**config.mk**
```make
export PLATFORM = sky130hd
export DESIGN_NAME = rf_access_ctrl
export DESIGN_NICKNAME = d
export VERILOG_FILES = /design/src/rtl/rf_access_ctrl.sv
export SDC_FILE = /design/constraint.sdc
export NUM_CORES = 1
export LEC_CHECK = 0
export BUFFER_PORTS_ARGS = -buffer_cell sky130_fd_sc_hd__buf_2
export CORE_ASPECT_RATIO = 1.1
export CORE_UTILIZATION = 28
export DETAILED_ROUTE_END_ITERATION = 8
export GPL_TIMING_DRIVEN = 0
export SLEW_MARGIN = 0
export SYNTH_ARGS = -nofsm -noshare
export SYNTH_HDL_FRONTEND = slang
export SYNTH_SLANG_ARGS = --single-unit
```
**constraint.sdc**
```tcl
create_clock -name CLK -period 2.5 [get_ports CLK]
set_input_delay 0.125 -clock CLK [delete_from_list [all_inputs] [get_ports CLK]]
set_output_delay 0.125 -clock CLK [all_outputs]
set_load 0.03 [all_outputs]
```
**src/rtl/rf_access_ctrl.sv**
```systemverilog
// rf_access_ctrl: sequences register-file read/write cycles for operand fetch and write-back (option: RF_ZERO_GUARD_EN hard-wires r0 to zero)
module rf_access_ctrl #(
  parameter int DATA_INDEX_LIMIT = 31,
  parameter int REG_ADDR_INDEX_LIMIT = 4
) (
  input  logic                            CLK,
  input  logic                            RST,
  input  logic                            RD_REQ,
  input  logic [REG_ADDR_INDEX_LIMIT:0]   RS_ADDR,
  input  logic [REG_ADDR_INDEX_LIMIT:0]   RT_ADDR,
  output logic                            RD_ACK,
  output logic [DATA_INDEX_LIMIT:0]       OP1,
  output logic [DATA_INDEX_LIMIT:0]       OP2,
  input  logic                            WB_REQ,
  input  logic [REG_ADDR_INDEX_LIMIT:0]   WB_ADDR,
  input  logic [DATA_INDEX_LIMIT:0]       WB_DATA,
  output logic                            WB_ACK,
  output logic                            RF_READ,
  output logic                            RF_WRITE,
  output logic [REG_ADDR_INDEX_LIMIT:0]   RF_ADDR_R1,
  output logic [REG_ADDR_INDEX_LIMIT:0]   RF_ADDR_R2,
  output logic [REG_ADDR_INDEX_LIMIT:0]   RF_ADDR_W,
  output logic [DATA_INDEX_LIMIT:0]       RF_DATA_W,
  input  logic [DATA_INDEX_LIMIT:0]       RF_DATA_R1,
  input  logic [DATA_INDEX_LIMIT:0]       RF_DATA_R2
);
  typedef enum logic [2:0] {IDLE, READ, RDONE, WRITE, WDONE} state_t;
  state_t state, state_nxt;
  logic wb_zero, r1_zero, r2_zero;
`ifdef RF_ZERO_GUARD_EN
  assign wb_zero = WB_ADDR == '0;
  assign r1_zero = RF_ADDR_R1 == '0;
  assign r2_zero = RF_ADDR_R2 == '0;
`else
  assign wb_zero = 1'b0;
  assign r1_zero = 1'b0;
  assign r2_zero = 1'b0;
`endif
  // next state: write-back wins in IDLE because it belongs to the older instruction
  always_comb begin
    state_nxt = (state == IDLE)  ? (WB_REQ ? WRITE : RD_REQ ? READ : IDLE) :
                (state == READ)  ? RDONE :
                (state == WRITE) ? WDONE : IDLE;
  end
  // state plus registered RF strobes/acks; addresses latch only on accept so later input changes are ignored
  always_ff @(posedge CLK or negedge RST) begin
    if (!RST) begin
      state      <= IDLE;
      RF_READ    <= 1'b0;
      RF_WRITE   <= 1'b0;
      RD_ACK     <= 1'b0;
      WB_ACK     <= 1'b0;
      RF_ADDR_R1 <= '0;
      RF_ADDR_R2 <= '0;
      RF_ADDR_W  <= '0;
      RF_DATA_W  <= '0;
      OP1        <= '0;
      OP2        <= '0;
    end else begin
      state    <= state_nxt;
      RF_READ  <= state_nxt == READ;
      RF_WRITE <= state_nxt == WRITE && !wb_zero;
      RD_ACK   <= state_nxt == RDONE;
      WB_ACK   <= state_nxt == WDONE;
      if (state_nxt == WRITE) begin
        RF_ADDR_W <= WB_ADDR;
        RF_DATA_W <= WB_DATA;
      end
      if (state_nxt == READ) begin
        RF_ADDR_R1 <= RS_ADDR;
        RF_ADDR_R2 <= RT_ADDR;
      end
      if (state == READ) begin
        OP1 <= r1_zero ? '0 : RF_DATA_R1;
        OP2 <= r2_zero ? '0 : RF_DATA_R2;
      end
    end
  end
endmodule

```
== Word-level counts from Yosys, hierarchy flattened ==
Index checks and enable logic that the tools add are counted.
Storage, ports and cells
  bits in registers: 118
  bits of input ports: 115
  word-level logic and storage cells: 23
Operators by class
  equal/unequal tests: 6
  mux-type cells: 5
  reductions and logical operators: 1
Operators with widths (number)
  $eq A3 B2 Y1 const B: 3
  $mux W3: 3
  $eq A3 B1 Y1 const B: 2
  $eq A3 B3 Y1 const B: 1
  $logic_not A3 Y1: 1
  $mux W2: 1
  $mux W1: 1

== Depth between registers and ports, before layout ==
  word-level depth: 5
  mapped depth: 5

== Least setup slack after synthesis ==
No wires, ideal clock.
  path kind: reg-to-reg
  start: register state[2]
  end: register RF_DATA_W[13]
  library setup time: 0.125 ns
  arrival time: 1.351 ns
  required time: 2.375 ns
  path slack: 1.024 ns
  stages on the path, launching flop included: 6
  period minus slack after synthesis: 1.476 ns
  cell sequence: dfrtp_1 > nor3_2 > and2_4 > buf_12 > buf_12 > mux2_4
On the way
  word-level cells in the longest chain between the ends: 5
Ends and longest elaborated chain
  from (decl): line 28  | state_t state, state_nxt;
  from (signal assigned): line 60  | state <= state_nxt;
  $eq A3 B2 Y1: line 43  | (state == WRITE) ? WDONE : IDLE;
  $mux W3: line 43
  $mux W3: line 42  | (state == READ) ? RDONE :
  $mux W3 (*): line 41  | state_nxt = (state == IDLE) ? (WB_REQ ? WRITE : RD_REQ ? READ : IDLE) :
  $eq A3 B2 Y1 (*): line 65  | if (state_nxt == WRITE) begin
  to (signal assigned): line 56  | RF_DATA_W <= '0;
  to (signal assigned): line 67  | RF_DATA_W <= WB_DATA;
  to (decl): line 23  | output logic [DATA_INDEX_LIMIT:0] RF_DATA_W,
Every way passes the cells marked *; elsewhere a longest branch is shown, timed or not.
A chain may end at the register's enable or synchronous reset.

== Worst setup path in the final report ==
  start: register state[2]
  end: register RF_DATA_W[15]
The elaborated chain is that of the path after synthesis.

==> metrics.json <==
{
  "clock_network": {
    "clock_tree.root_cell": "clkbuf_16",
    "postCtsSetupBuffers": 0,
    "numCtsBuffers": 17,
    "clock_latency_ns": 0.40,
    "cts.htree.levels": 4,
    "cts_sinks": 118,
    "cts_max_path_buffers": 2,
    "cts_tree": "built",
    "clkTransAtPathRegs_ns": 0.05,
    "ctsResizeCount": 0,
    "holdBufCountCts": 114
  },
  "global_routing": {
    "grt_util_all_layers_pct": 15.1,
    "grt_pass1_wl_um": 18800,
    "grt_max_degree": 62,
    "grt_util_met1_pct": 16.9,
    "grt_busiest_layer": "met2",
    "first_global_vias": 3861,
    "globalRouteMet3Util_pct": 5.57,
    "grt_overflow_total": 0,
    "use_met2_pct": 26.0,
    "antenna_found_initial": 0
  },
  "final_layout": {
    "antenna_diodes": 0,
    "flow.area_growth_from_synthesis_pct": 73.4,
    "mostFrequentLayoutCell": "buf_2",
    "design.final.nets": 729,
    "most_frequent_cells_in_the_layout": "231 x buf_2, 118 x dfrtp_1, 114 x dlygate4sd3_1",
    "layout.area.seq_sq_um": 2950,
    "num-fill-cells": 1298,
    "multi_input_comb_area_sq_um": 1350,
    "proportion_of_layout_cells_with_a_drive_suffix_above_1_pct": 61.6
  },
  "floorplanning": {
    "initial_core_util_pct": 29.0,
    "core_area_sq_um": 15200,
    "rows": 47,
    "die_height_um": 134,
    "die_width_um": 122,
    "boundaryPins": 230,
    "die_area_sq_um": 16300
  },
  "synth": {
    "yosys_cell_types": 15,
    "mappedNetlistNets": 366,
    "synth_cells": 251,
    "synth_seq_cells": 118,
    "synth_area_per_cell_sq_um": 17.6,
    "synth-warning-count": 0,
    "ys_seq_area_share_pct": 66.9,
    "syn-cell-area_sq_um": 4420
  },
  "critical_path": {
    "ff_to_ff_start": "state[2]$_DFF_PN0_",
    "crit_arrival_ns": 1.91,
    "ff2ff_path_depth": 5,
    "cp-startpoint": "state[2]$_DFF_PN0_",
    "critPathRequiredTime_ns": 2.78,
    "end_kind": "flip-flop",
    "crit_end": "RF_DATA_W[15]$_DFFE_PN0N_",
    "type_of_the_setup_path_with_the_least_slack": "reg2reg",
    "worst_r2r_endpoint": "RF_DATA_W[15]$_DFFE_PN0N_",
    "cp_max_fo": 10,
    "critical_path.startpoint_type": "flip-flop",
    "worst-r2r-setup-slack_ns": 0.87
  },
  "timing": {
    "setup_viol_count_final": 0,
    "report.final.hold_viol_count": 0,
    "worst_pin_slew_ns": 0.544,
    "worst_setup_skew_after_layout_ns": 0.00494,
    "totalNegativeSetupSlack_ns": 0,
    "maxSlewHeadroom_pct": 63.7,
    "fin_crit_ns": 1.63,
    "final_max_slew_viol_count": 0,
    "post-route-worst-setup-slack_ns": 0.874,
    "maxClockFrequency_mhz": 615,
    "layout_worst_path_cycle_share_pct": 65.0,
    "rsz0062_at_grt": "no"
  },
  "worst_hold_path": {
    "worstHoldPathType": "in2reg"
  },
  "place": {
    "post-place-ws_ns": 0.867,
    "gpl.final_weighted_congestion": 0.665,
    "dp_hpwl_um": 7560,
    "buffer_ports.inserted": 229
  },
  "outcome": {
    "outcome": "finished clean"
  },
  "drt": {
    "dr.first_iter.drc_count": 76,
    "post_drt_wl_per_cell_um": 14.1,
    "route.antenna.remaining_nets": 0,
    "remaining_drc_errors": 0,
    "routed_via_count_divided_by_cell_count": 4.15,
    "dr.pass1.iters": 4,
    "via_count": 3418,
    "route.final.wire_length_um": 11600
  },
  "job": {
    "max_cap_viol_count": 0
  },
  "power_and_ir_drop": {
    "cellLeakagePower_nw": 3.70,
    "worst_ir_drop_vdd_uv": 778,
    "power.density_cell_area_nw_per_um2": 1460
  }
}
## cell families after synthesis
logic type,synth area share [%]
flops,66.9
mux,29.2
buf+inv,2.52
simple gates,1.28
compound gates,0.170
## layer usage
metal	part of all wire, %	wire (um)	vias up
met3	7.1	827	13
met2	51	5910	151
met4	1.5	172	0
li1	-	-	1605
met1	40	4660	1649
met5	0	0	-
## synth_stat cells
| cell | n | area share (%) |
|---|---|---|
| dfrtp_1 | 118 | 67 |
| mux2_2 | 101 | 26 |
| nand2_1 | 1 | 0.085 |
| mux2_4 | 10 | 3.4 |
| and2_4 | 1 | 0.20 |
| nor3_2 | 1 | 0.23 |
| or2_2 | 1 | 0.14 |
| buf_12 | 2 | 0.91 |
| o21a_1 | 1 | 0.17 |
| buf_2 | 3 | 0.34 |
| nand3b_1 | 1 | 0.17 |
| buf_4 | 7 | 1.2 |
| nor2_1 | 2 | 0.17 |
| inv_1 | 1 | 0.085 |
| nor3b_2 | 1 | 0.28 |
## critical path, cell delays in order, from the launching register on
cell and delay (ns):
dfrtp_1 0.42, nor3_2 0.27, and2_4 0.23, buf_12 0.14
buf_12 0.15, mux2_4 0.31
## registers in the layout (all words and copies together), names as in the netlist
register,flops
RD_ACK,1
RF_WRITE,1
RF_ADDR_R2,5
RF_ADDR_W,5
state,3
RF_READ,1
OP1,32
OP2,32
WB_ACK,1
RF_ADDR_R1,5
RF_DATA_W,32
## layout make-up
class                      instances  area share, %
clock buffer                      23           6.24
inverter                           1         0.0490
buffer                            12           1.41
clock inverter                     9           2.55
sequential                       118           38.6
timing repair buffer             344           30.3
tap                              196           3.20
multi-input combinational        120           17.7
## how the worst min path moves through the flow
stage / from / to / slack (ns) / cells past startpoint
after floorplan: RST / OP1[0]$_DFFE_PN0N_ / -0.17 / 0
after global placement: RF_DATA_R2[24] / OP2[24]$_DFFE_PN0N_ / 0.36 / 2
after detailed placement: RST / OP2[16]$_DFFE_PN0N_ / 0.13 / 1
after CTS: WB_REQ / RF_ADDR_R2[4]$_DFFE_PN0N_ / 0.18 / 3
after global routing: WB_REQ / RF_ADDR_R2[4]$_DFFE_PN0N_ / 0.20 / 3
final: WB_REQ / RF_ADDR_R2[4]$_DFFE_PN0N_ / 0.18 / 3
## stage by stage
stage	instances	power [mW]	hold slack [ns]	cell area (sq um)	utilization, %
after floorplan	251	6.88	-0.171	4420	-
after global placement	676	8.23	0.357	5810	38.1
after detailed placement	677	8.36	0.127	5840	38.3
after CTS	823	11.3	0.175	7650	50.3
after global routing	823	11.8	0.200	7650	50.3
final	823	11.2	0.179	7650	50.3
## power breakdown
part / internal (mW) / total (mW) / switching (mW)
sequential: 2.89 / 3.36 / 0.468
clock: 1.94 / 2.76 / 0.811
combinational: 2.04 / 5.09 / 3.05
total: 6.88 / 11.2 / 4.33
No activity file was read; power rests on OpenSTA's default activity.
